[src/rtl/joypad_port_ctrl.sv]
// joypad_port_ctrl
// Two-pad serial joypad sequencer for the $4016/$4017 CPU ports. Watches the
// CPU read/write strobe levels, runs the strobe/serial-shift protocol, and
// keeps a shadow copy of the keycodes offered by the NIOS II PIO.
module joypad_port_ctrl #(
  parameter int   BIT_COUNT = 8,
  parameter logic FILL_BIT  = 1'b1
) (
  input  logic        clk,
  input  logic        reset_n,
  input  logic        cpu_sel,
  input  logic        cpu_rden,
  input  logic        cpu_wren,
  input  logic [7:0]  cpu_data_in,
  input  logic [7:0]  open_bus_in,
  output logic [7:0]  cpu_data_out,
  input  logic [15:0] kc_data,
  input  logic        kc_valid,
  output logic        kc_ready,
  output logic        strobe_o
);

  localparam int             CW      = $clog2(BIT_COUNT + 1);
  localparam logic [CW-1:0]  CNT_MAX = CW'(BIT_COUNT);

  typedef enum logic [1:0] {
    ST_IDLE   = 2'd0,
    ST_STROBE = 2'd1,
    ST_SHIFT  = 2'd2
  } state_t;

  // Saturating read counter: stops at BIT_COUNT so it never wraps
  function automatic logic [CW-1:0] sat_inc(input logic [CW-1:0] cnt);
    if (cnt == CNT_MAX) begin
      sat_inc = cnt;
    end else begin
      sat_inc = cnt + {{(CW-1){1'b0}}, 1'b1};
    end
  endfunction

  // One serial step: LSB leaves, fill bit enters at the MSB
  function automatic logic [7:0] shift_in(input logic [7:0] v);
    shift_in = {FILL_BIT, v[7:1]};
  endfunction

  state_t         state_r, state_nxt_s;
  logic           rden_q_r, wren_q_r;
  logic           rd_rise_s, wr_rise_s, wr_act_s;
  logic           strobe_r;
  logic [15:0]    shadow_r;
  logic [7:0]     shift1_r, shift2_r;
  logic [CW-1:0]  cnt1_r, cnt2_r;
  logic           serial_bit_r, serial_nxt_s;
  logic           kc_ready_r;
  logic           load_s, rd_shift_ok_s;
  logic           shift1_en_s, shift2_en_s;
  logic [7:0]     pad_shift_s, pad_shadow_s;
  logic [CW-1:0]  pad_cnt_s;
  logic           unused_s;

  // Only data bit 0 and the top three open-bus bits carry meaning here
  assign unused_s = ^{cpu_data_in[7:1], open_bus_in[4:0]};

  // Strobe edge detection; a level held for many cycles acts once
  assign rd_rise_s = cpu_rden & ~rden_q_r;
  assign wr_rise_s = cpu_wren & ~wren_q_r;
  // Writes to $4017 belong to the APU frame counter and are ignored
  assign wr_act_s  = wr_rise_s & ~cpu_sel;

  // Register the previous strobe levels for edge detection
  always_ff @(posedge clk or negedge reset_n) begin
    if (!reset_n) begin
      rden_q_r <= 1'b0;
      wren_q_r <= 1'b0;
    end else begin
      rden_q_r <= cpu_rden;
      wren_q_r <= cpu_wren;
    end
  end

  // FSM state register
  always_ff @(posedge clk or negedge reset_n) begin
    if (!reset_n) begin
      state_r <= ST_IDLE;
    end else begin
      state_r <= state_nxt_s;
    end
  end

  // FSM next-state: strobe 1 enters STROBE, strobe 0 from STROBE enters SHIFT
  always_comb begin
    state_nxt_s = state_r;
    case (state_r)
      ST_IDLE, ST_SHIFT: begin
        if (wr_act_s && cpu_data_in[0]) begin
          state_nxt_s = ST_STROBE;
        end else begin
          state_nxt_s = state_r;
        end
      end
      ST_STROBE: begin
        if (wr_act_s && !cpu_data_in[0]) begin
          state_nxt_s = ST_SHIFT;
        end else begin
          state_nxt_s = ST_STROBE;
        end
      end
      default: begin
        state_nxt_s = ST_IDLE;
      end
    endcase
  end

  // FSM outputs: STROBE reloads every cycle, other states let reads shift
  always_comb begin
    load_s        = 1'b0;
    rd_shift_ok_s = 1'b0;
    case (state_r)
      ST_IDLE: begin
        load_s        = 1'b0;
        rd_shift_ok_s = 1'b1;
      end
      ST_STROBE: begin
        load_s        = 1'b1;
        rd_shift_ok_s = 1'b0;
      end
      ST_SHIFT: begin
        load_s        = 1'b0;
        rd_shift_ok_s = 1'b1;
      end
      default: begin
        load_s        = 1'b0;
        rd_shift_ok_s = 1'b0;
      end
    endcase
  end

  // A colliding write wins: the read still samples but does not shift
  assign shift1_en_s = rd_rise_s & ~wr_act_s & rd_shift_ok_s & ~cpu_sel;
  assign shift2_en_s = rd_rise_s & ~wr_act_s & rd_shift_ok_s &  cpu_sel;

  assign pad_shift_s  = cpu_sel ? shift2_r       : shift1_r;
  assign pad_shadow_s = cpu_sel ? shadow_r[15:8] : shadow_r[7:0];
  assign pad_cnt_s    = cpu_sel ? cnt2_r         : cnt1_r;

  // Select the bit returned by a read on the addressed pad
  always_comb begin
    serial_nxt_s = serial_bit_r;
    if (rd_rise_s) begin
      if (wr_act_s) begin
        serial_nxt_s = pad_shift_s[0];
      end else if (load_s) begin
        serial_nxt_s = pad_shadow_s[0];
      end else if (pad_cnt_s == CNT_MAX) begin
        serial_nxt_s = FILL_BIT;
      end else begin
        serial_nxt_s = pad_shift_s[0];
      end
    end else begin
      serial_nxt_s = serial_bit_r;
    end
  end

  // Registered serial bit, held until the next read edge
  always_ff @(posedge clk or negedge reset_n) begin
    if (!reset_n) begin
      serial_bit_r <= 1'b0;
    end else begin
      serial_bit_r <= serial_nxt_s;
    end
  end

  // Strobe register written from $4016 bit 0
  always_ff @(posedge clk or negedge reset_n) begin
    if (!reset_n) begin
      strobe_r <= 1'b0;
    end else if (wr_act_s) begin
      strobe_r <= cpu_data_in[0];
    end else begin
      strobe_r <= strobe_r;
    end
  end

  // Pad 1 shift register and read counter
  always_ff @(posedge clk or negedge reset_n) begin
    if (!reset_n) begin
      shift1_r <= 8'h00;
      cnt1_r   <= {CW{1'b0}};
    end else if (load_s) begin
      shift1_r <= shadow_r[7:0];
      cnt1_r   <= {CW{1'b0}};
    end else if (shift1_en_s) begin
      shift1_r <= shift_in(shift1_r);
      cnt1_r   <= sat_inc(cnt1_r);
    end else begin
      shift1_r <= shift1_r;
      cnt1_r   <= cnt1_r;
    end
  end

  // Pad 2 shift register and read counter
  always_ff @(posedge clk or negedge reset_n) begin
    if (!reset_n) begin
      shift2_r <= 8'h00;
      cnt2_r   <= {CW{1'b0}};
    end else if (load_s) begin
      shift2_r <= shadow_r[15:8];
      cnt2_r   <= {CW{1'b0}};
    end else if (shift2_en_s) begin
      shift2_r <= shift_in(shift2_r);
      cnt2_r   <= sat_inc(cnt2_r);
    end else begin
      shift2_r <= shift2_r;
      cnt2_r   <= cnt2_r;
    end
  end

  // Keycode handshake: ready once out of reset, shadow captured on accept
  always_ff @(posedge clk or negedge reset_n) begin
    if (!reset_n) begin
      kc_ready_r <= 1'b0;
      shadow_r   <= 16'h0000;
    end else begin
      kc_ready_r <= 1'b1;
      if (kc_valid && kc_ready_r) begin
        shadow_r <= kc_data;
      end else begin
        shadow_r <= shadow_r;
      end
    end
  end

  assign kc_ready     = kc_ready_r;
  assign strobe_o     = strobe_r;
  assign cpu_data_out = {open_bus_in[7:5], 4'b0000, serial_bit_r};

endmodule

[config.mk]
export PLATFORM = sky130hd
export DESIGN_NAME = joypad_port_ctrl
export DESIGN_NICKNAME = d
export VERILOG_FILES = /design/src/rtl/joypad_port_ctrl.sv
export SDC_FILE = /design/constraint.sdc
export NUM_CORES = 1
export LEC_CHECK = 0
export CAP_MARGIN = 10
export CORE_ASPECT_RATIO = 0.9
export CORE_MARGIN = 2
export CORE_UTILIZATION = 46
export CTS_BUF_LIST = sky130_fd_sc_hd__clkbuf_16
export CTS_CLUSTER_SIZE = 24
export DETAILED_ROUTE_END_ITERATION = 7
export GPL_ROUTABILITY_DRIVEN = 1
export HOLD_SLACK_MARGIN = 0.05
export PLACE_DENSITY = 0.74
export SYNTH_ARGS = -nofsm -noshare
export SYNTH_HDL_FRONTEND = slang
export SYNTH_SLANG_ARGS = --single-unit
[constraint.sdc]
create_clock -name clk -period 1.95 [get_ports clk]
set_clock_uncertainty 0.1 [all_clocks]
set_input_delay 0.39 -clock clk [delete_from_list [all_inputs] [get_ports clk]]
set_output_delay 0.39 -clock clk [all_outputs]
set_load 0.005 [all_outputs]
==> results of run 1 <==
## power by group through the flow
stage	registers, W	logic (W)	clock network (W)
2_1_floorplan	0.00137	0.000615	0
3_3_place_gp	0.00141	0.000819	0
3_5_place_dp	0.00142	0.000844	0
4_1_cts	0.00141	0.000857	0.000846
5_1_grt	0.00145	0.000944	0.000890
6_report	0.00141	0.000852	0.000827
## per-stage QoR
| step | total power [W] | utilization (%) |
|---|---|---|
| after global routing | 0.003279 | 59.64 |
| after floorplan | 0.001985 | - |
| after CTS | 0.003110 | 59.38 |
| final | 0.003087 | 59.64 |
| after global placement | 0.002233 | 55.90 |
| after detailed placement | 0.002264 | 55.90 |
## cells in the mapped netlist, types with 2 or more instances
cell,count
conb_1,2
o21ai_0,8
a31o_2,2
dfrtp_1,47
nor3_1,2
and3_1,6
buf_2,2
clkbuf_1,5
mux2_2,17
a221o_1,12
mux2i_1,2
nor2b_1,2
ha_1,4
nor2_1,12
inv_1,6
buf_4,8
nand3_1,6
nand2_1,21
a21oi_1,2
## how the worst min path moves through the flow
| stage | start | endpoint | slack [ns] | cells after the start |
|---|---|---|---|---|
| 2_1_floorplan | reset_n | cnt1_r[0] | -0.006 | 0 |
| 3_3_place_gp | reset_n | kc_ready | 0.26 | 1 |
| 3_5_place_dp | reset_n | kc_ready | 0.26 | 1 |
| 4_1_cts | shadow_r[7] | shift1_r[7] | 0.38 | 2 |
| 5_1_grt | shadow_r[7] | shift1_r[7] | 0.40 | 2 |
| 6_report | shadow_r[7] | shift1_r[7] | 0.37 | 2 |
## timing repair
action                                  in CTS  in global routing
hold buffers                                 1                  0
gates resized for setup                      0                  1
endpoints found under the hold margin       18                  0
buffers inserted                             0                  1
endpoints found under the setup margin       0                  7
## final cells by class
type                       instances  area (µm²)  share of cell area, %
sequential                        47        1176                  44.21
multi-input combinational        121       857.1                  32.22
timing repair buffer              39       381.6                  14.35
clock buffer                       5       125.1                  4.704
tap                               62       77.57                  2.916
inverter                           6       22.52                 0.8467
clock inverter                     3       20.02                 0.7526
## logic make-up (layout without fill, tap and decap cells)
family,Yosys count,in the layout,synth area share (%)
simple gates,61,61,15.00
xor+xnor,2,2,0.8170
compound gates,30,30,11.09
buf+inv,22,53,5.718
mux,19,19,9.860
flops,47,47,54.84
fa+ha+maj,4,4,2.334
other cells,2,5,0.3502
## worst register-to-register path, stage by stage (launching register included)
cell      delay (ns)
dfrtp_1         0.38
nand2b_1        0.16
or3b_1          0.47
and3_1          0.23
a221o_1         0.26
## routing by layer
layer / share of wire, % / track usage, %
met1: 49 / 20.29
met2: 46 / 24.44
met3: 4.6 / 5.339
met4: 0.73 / 5.000
met5: 0 / 0
## state kept, by name, summed over array words and instances (netlist names)
register / flops
shadow_r: 16
shift1_r: 8
shift2_r: 8
cnt1_r: 4
cnt2_r: 4
state_r: 2
kc_ready: 1
rden_q_r: 1
serial_bit_r: 1
strobe_o: 1
wren_q_r: 1
==> impl_metrics.toml, run 1 <==
[yosys]
yosys.area.top_type_share_pct = 54.84
ys_seq_area_share_pct = 54.84
synthArstFlopShare_pct = 100.0
avgSynthCellArea_um2 = 11.47
synth_edf_count = 0
synth_cells = 187
syn-cell-area_um2 = 2145
ys_seq_elements = 47
yosys_warnings = 0
ys.flop_type = "dfrtp_1"
yosys.area.top_type = "dfrtp_1"
synth_area_leaders = "dfrtp_1, mux2_2, a221o_1, nand2_1, buf_4"
synth.distinct_cells = 40

[worst_setup_path]
path_class = "in2reg"
rr_endpoint = "shift2_r[5]"
max_stage_delay_ns = 0.52
cp_max_fo = 7
cp-startpoint = "cpu_rden"
crit_arrival_ns = 1.96
r2r_slack_ns = 0.23
r2r_start = "rden_q_r"
endpoint = "shift2_r[5]"
crit_buf_inv = 1
path_cells = "clkdlybuf4s50_1 -> nand2b_1 -> or3b_1 -> and3_1 -> a221o_1"
crit_family = "simple AND/OR/NAND/NOR gates"
worstSetupEndpointType = "register"
cp.required_ns = 2.02
rr_worst_depth = 4
start_kind = "input pin"
critPathSlowestCell = "clkdlybuf4s50_1"
path_depth = 5

[die]
fp.dieW_um = 75.97
die-area_um2 = 5225
initial_core_util_pct = 48.08
num_io_pins = 48
rows = 23
core_area_um2 = 4461
die_h_um = 68.78

[pwr]
switchingPower_w = 0.0009254
intPower_w = 0.002162
power.density_nw_per_um2 = 1161
p_leak_nw = 1.191
power.share.combinational_pct = 27.6
p_seq_share_pct = 45.6
ir_worst_vdd_mv = 0.8093
p_clk_share_pct = 26.8
swShare_pct = 29.97

[min_path]
hp-class = "reg2reg"

[global_route]
grt_start_max_net_pins = 30
grt_pass1_wl_um = 6265
track_usage_pct = 15.41
grt_antenna_before_repair = 0
grt-ovfl-total = 0
first_global_vias = 1387

[placed_design]
io_buffers = 25
gp_congestion = 0.8556
dp_slack_ns = -0.2704
dp_hpwl_um = 2572
post-place-cells = 273
place_area_um2 = 2494

[timing]
slew_viol_final = 0
period_share_pct = 96.95
max_freq_mhz = 528.9
setup-tns-final_ns = 0
layout_min_cycle_time_ns = 1.891
setup_slack_ns = 0.05946
finalSetupViolCount = 0
whs_ns = 0.3726
rsz0062_at_grt = "no"
finalHoldViolCount = 0

[detailed_routing]
drt_first_iter_violations = 113
drc = 0
routed_wl_um = 3714
first_pass_iters = 4
vias = 1496
drt-wirelength-per-cell_um = 13.12
vias_per_cell = 5.286
antenna_left = 0

[cts]
worstSkewPairLatency_ns = 0.28
tritoncts = "built"
cts_buffer_depth = 2
htree_levels = 2
cts.sinks = 47
clock-root-buffer = "clkbuf_16"
cts_made_buffers = 5
clk_pin_slew_worst_paths_ns = 0.06

[finish]
diodes = 0
design_area_um2 = 2660
nets = 262
layout.cells.non_filler = 283
final_common_cell = "dfrtp_1"
drive_above_1_share_pct = 20.36
layout_common_cells = "dfrtp_1, clkdlybuf4s50_1, nand2_1"
synthToLayoutAreaGrowth_pct = 24.04
nFillCells = 340

[flow_run]
max_cap_violations = 0

[run_status]
status = "finished clean"
No activity file was read; power rests on OpenSTA's default activity.
==> run 2, diff against run 1 <==
- ABC_AREA: unset -> 0
- CORE_ASPECT_RATIO: 0.9 -> 2
- CTS_BUF_LIST: sky130_fd_sc_hd__clkbuf_16 -> sky130_fd_sc_hd__clkbuf_8
==> impl_metrics.toml, run 2 (synthesis results as in run 1) <==
[run_status]
status = "finished clean"

[global_route]
grt_antenna_before_repair = 0
grt_pass1_wl_um = 6906
first_global_vias = 1547
grt_start_max_net_pins = 48
grt.met2_usage_pct = 28.85
met3_usage_pct = 2.967
track_usage_pct = 17.44
globalRoute.busiestLayer = "met2"
grt_use_met1_pct = 21.51
grt-ovfl-total = 0

[die]
die-area_um2 = 5257
die_h_um = 100.6
rows = 35
initial_core_util_pct = 47.09
num_io_pins = 48
fp.dieW_um = 52.28
core_area_um2 = 4554

[pwr]
total_power_w = 0.002866
intPower_w = 0.001962
p_leak_nw = 1.173
p_seq_share_pct = 49.1
p_clk_share_pct = 21.8
swShare_pct = 31.53
power.share.combinational_pct = 29.1
power.density_nw_per_um2 = 1108
ir_worst_vdd_mv = 0.6928
switchingPower_w = 0.0009035

[finish]
drive_above_1_share_pct = 20.91
largest_reg_flops = 16
layout.cells.non_filler = 275
top_register = "shadow_r"
final_common_cell = "dfrtp_1"
nets = 261
synthToLayoutAreaGrowth_pct = 20.60
diodes = 0
top_regs = "shadow_r x16, shift1_r x8, shift2_r x8"
layout_common_cells = "dfrtp_1, clkdlybuf4s50_1, nand2_1"

[detailed_routing]
first_pass_iters = 4
antenna_left = 0
vias = 1475
routed_wl_um = 3923
vias_per_cell = 5.364
drc = 0
drt_first_iter_violations = 26
drt-wirelength-per-cell_um = 14.27

[placed_design]
gp_congestion = 0.8008
dp_hpwl_um = 2694
post-place-cells = 266
io_buffers = 25

[worst_setup_path]
critPathSlowestCell = "dfrtp_1"
rr_endpoint = "cnt1_r[1]"
r2r_slack_ns = 0.11
path_class = "reg2reg"
rr_worst_depth = 5
cp-startpoint = "state_r[0]"
crit_arrival_ns = 1.93
start_kind = "register"
cp_max_fo = 7
r2r_start = "state_r[0]"
path_cells = "or3b_4 -> nor3_4 -> buf_6 -> o21ai_2 -> mux2_2"
max_stage_delay_ns = 0.44
worstSetupEndpointType = "register"
cp.required_ns = 2.04

[cts]
cts_buffer_depth = 2
cts.sinks = 47
clock-root-buffer = "clkbuf_8"
tritoncts = "built"
worstSkewPairLatency_ns = 0.30
htree_levels = 2
clk_pin_slew_worst_paths_ns = 0.10
cts_made_buffers = 5
cts_setup_buffers = 0

[timing]
rsz0062_at_grt = "no"
slew_viol_final = 0
worstMarginPinSlew_ns = 0.7000
period_share_pct = 94.16
slew_headroom_pct = 53.34
finalHoldViolCount = 0
finalSetupViolCount = 0
layout_min_cycle_time_ns = 1.836
max_freq_mhz = 544.6

[min_path]
hp-class = "in2async"

[flow_run]
max_cap_violations = 0
==> run 2: cell type report <==
type	count	area [µm²]
timing repair buffer	38	362.8
multi-input combinational	121	857.1
clock buffer	6	82.58
sequential	47	1176
clock inverter	2	16.27
inverter	6	22.52
fill	407	1968
tap	55	68.82
==> run 2: timing repair <==
item                                    CTS  global route
resized for setup                         0             3
hold buffers                              0             0
endpoints found under the setup margin    0             3
==> run 2: layer usage <==
layer	share of wire, %	wire [µm]
met1	43	1691
met2	51	2007
met3	3.2	126
met4	2.5	97
met5	0	0
==> run 2: through the flow <==
| step | setup WS (ns) | utilization [%] | instance area [µm²] | hold WS, ns | setup TNS (ns) |
|---|---|---|---|---|---|
| after CTS | 0.04640 | 56.46 | 2571 | 0.08457 | 0 |
| after floorplan | 0.1993 | - | 2156 | -0.005591 | 0 |
| after global placement | -0.2711 | 54.29 | 2472 | 0.3454 | -3.899 |
| final | 0.1139 | 56.79 | 2586 | 0.05548 | 0 |
| after detailed placement | -0.2759 | 54.29 | 2472 | 0.3529 | -4.006 |
| after global routing | 0.04149 | 56.79 | 2586 | 0.1134 | 0 |
==> run 2: worst max-delay path by stage <==
stage	endpoint
after global placement	cnt1_r[1]
after CTS	cnt1_r[1]
after floorplan	shift1_r[5]
after global routing	cnt1_r[1]
after detailed placement	cnt1_r[1]
final	cnt1_r[1]
==> run 2: power groups by stage <==
stage	clock [W]	combinational [W]	sequential, W
after floorplan	0	0.000615	0.00137
after global placement	0	0.000806	0.00142
after detailed placement	0	0.000835	0.00143
after CTS	0.000645	0.000840	0.00141
after global routing	0.000678	0.000945	0.00145
final	0.000625	0.000834	0.00141
==> run 2: worst max-delay path: cells and delay by family, from the launching register on <==
family	cells	cell delay, ns
and+or+nand+nor	2	0.69
DFF	1	0.44
muxes	1	0.27
buffers and inverters	1	0.15
AOI/OAI and AO/OA	1	0.07
==> run 3, diff against run 2 <==
- CORE_UTILIZATION: 46 -> 40
- PLACE_DENSITY: 0.74 -> unset
- PLACE_DENSITY_LB_ADDON: unset -> 0.15
==> impl_metrics.toml, run 3 (synthesis results as in run 1) <==
[worst_setup_path]
path_class = "in2reg"
r2r_slack_ns = 0.19
crit_buf_inv = 2
path_cells = "clkdlybuf4s50_1 -> or3b_4 -> nor3_4 -> buf_4 -> o21ai_2 -> mux2_2"
cp_max_fo = 8
max_stage_delay_ns = 0.50
crit_arrival_ns = 1.95
start_kind = "input pin"
crit_family = "buffers and inverters"
critPathSlowestCell = "clkdlybuf4s50_1"
cp.required_ns = 2.03
worstSetupEndpointType = "register"

[cts]
cts_made_buffers = 5
clk_pin_slew_worst_paths_ns = 0.08
worstSkewPairLatency_ns = 0.30
htree_levels = 2
clock-root-buffer = "clkbuf_8"
cts_buffer_depth = 2
cts.sinks = 47
postCtsResizedCells = 0
tritoncts = "built"
cts_setup_buffers = 0

[finish]
layout.cells.non_filler = 279
nets = 262
final_common_cell = "dfrtp_1"
top_regs = "shadow_r x16, shift1_r x8, shift2_r x8"
largest_reg_flops = 16
fin_util_pct = 50.11
drive_above_1_share_pct = 19.91
diodes = 0
top_register = "shadow_r"
synthToLayoutAreaGrowth_pct = 20.07
layout_common_cells = "dfrtp_1, clkdlybuf4s50_1, nand2_1"

[placed_design]
post-place-cells = 270
dp_slack_ns = -0.2298
dp_hpwl_um = 3146
gp_congestion = 0.7525
io_buffers = 25

[timing]
period_share_pct = 95.99
slew_viol_final = 0
finalHoldViolCount = 0
finalSetupViolCount = 0
rsz0062_at_grt = "no"
layout_min_cycle_time_ns = 1.872
max_freq_mhz = 534.2
worstMarginPinSlew_ns = 0.7009
setup_slack_ns = 0.07816
slew_headroom_pct = 53.27
setup-tns-final_ns = 0

[pwr]
p_clk_share_pct = 19.8
power.density_nw_per_um2 = 1085
switchingPower_w = 0.0008906
p_leak_nw = 1.168
total_power_w = 0.002794
ir_worst_vdd_mv = 0.7604
power.share.combinational_pct = 29.8
swShare_pct = 31.87
intPower_w = 0.001904
p_seq_share_pct = 50.5

[detailed_routing]
drc = 0
antenna_left = 0
vias_per_cell = 5.477
drt-wirelength-per-cell_um = 15.37
drt_first_iter_violations = 43
first_pass_iters = 4
vias = 1528
routed_wl_um = 4288

[die]
fp.dieW_um = 55.78
core_area_um2 = 5139
die_h_um = 107.6
rows = 37
num_io_pins = 48
initial_core_util_pct = 41.73
die-area_um2 = 5999

[global_route]
grt_pass1_wl_um = 7279
grt_antenna_before_repair = 0
grt_start_max_net_pins = 31
grt-ovfl-total = 0
track_usage_pct = 15.66
first_global_vias = 1607

[flow_run]
max_cap_violations = 0

[min_path]
hp-class = "reg2reg"

[run_status]
status = "finished clean"
run 3: area by class of cell:
cell class | count | area (µm²)
clock buffers | 5 | 68.82
well taps | 58 | 72.57
multi-input cells | 121 | 857.1
clock inverters | 3 | 12.51
flip-flops and latches | 47 | 1176
inverters | 6 | 22.52
repair buffers | 39 | 365.4
fillers | 471 | 2564
run 3: worst reg2reg max path, stage by stage (launching register included):
cell,delay [ns]
dfrtp_1,0.45
or2b_1,0.52
and3_1,0.31
a221o_1,0.26
run 3: power groups by stage:
stage                     registers [W]  clock network, W  logic, W
after floorplan                 0.00137                 0  0.000615
after global placement          0.00141                 0  0.000801
after detailed placement        0.00142                 0  0.000840
after CTS                       0.00141          0.000578  0.000849
after global routing            0.00144          0.000614  0.000942
final                           0.00141          0.000552  0.000832
run 3: worst paths after layout:
check                            startpoint  cells after the start           end
max in group asynchronous           reset_n                      3  serial_bit_r
worst min-delay path            shadow_r[7]                      2   shift1_r[7]
min in group asynchronous           reset_n                      2  shadow_r[10]
worst max-delay path               cpu_rden                      6     cnt1_r[1]
worst max register to register   state_r[0]                      3   shift2_r[5]
worst min register to register  shadow_r[7]                      2   shift1_r[7]
run 3: through the flow:
stage	hold WS (ns)	area [µm²]
after floorplan	-0.005591	2156
after global placement	0.3448	2484
after detailed placement	0.3552	2484
after CTS	0.3744	2575
after global routing	0.3942	2575
final	0.3710	2575
run 3: per-layer routing:
layer  share of wire [%]  wire length [µm]  GRT usage (%)
met5                   0                 0              0
met4                 2.0                85          7.143
met3                 3.7               160          3.606
met2                  56              2397          28.66
met1                  38              1645          16.65
run 3: timing repair:
action	4_1_cts	5_1_grt
endpoints found under the hold margin	4	0
hold buffers	1	0
endpoints found under the setup margin	0	0
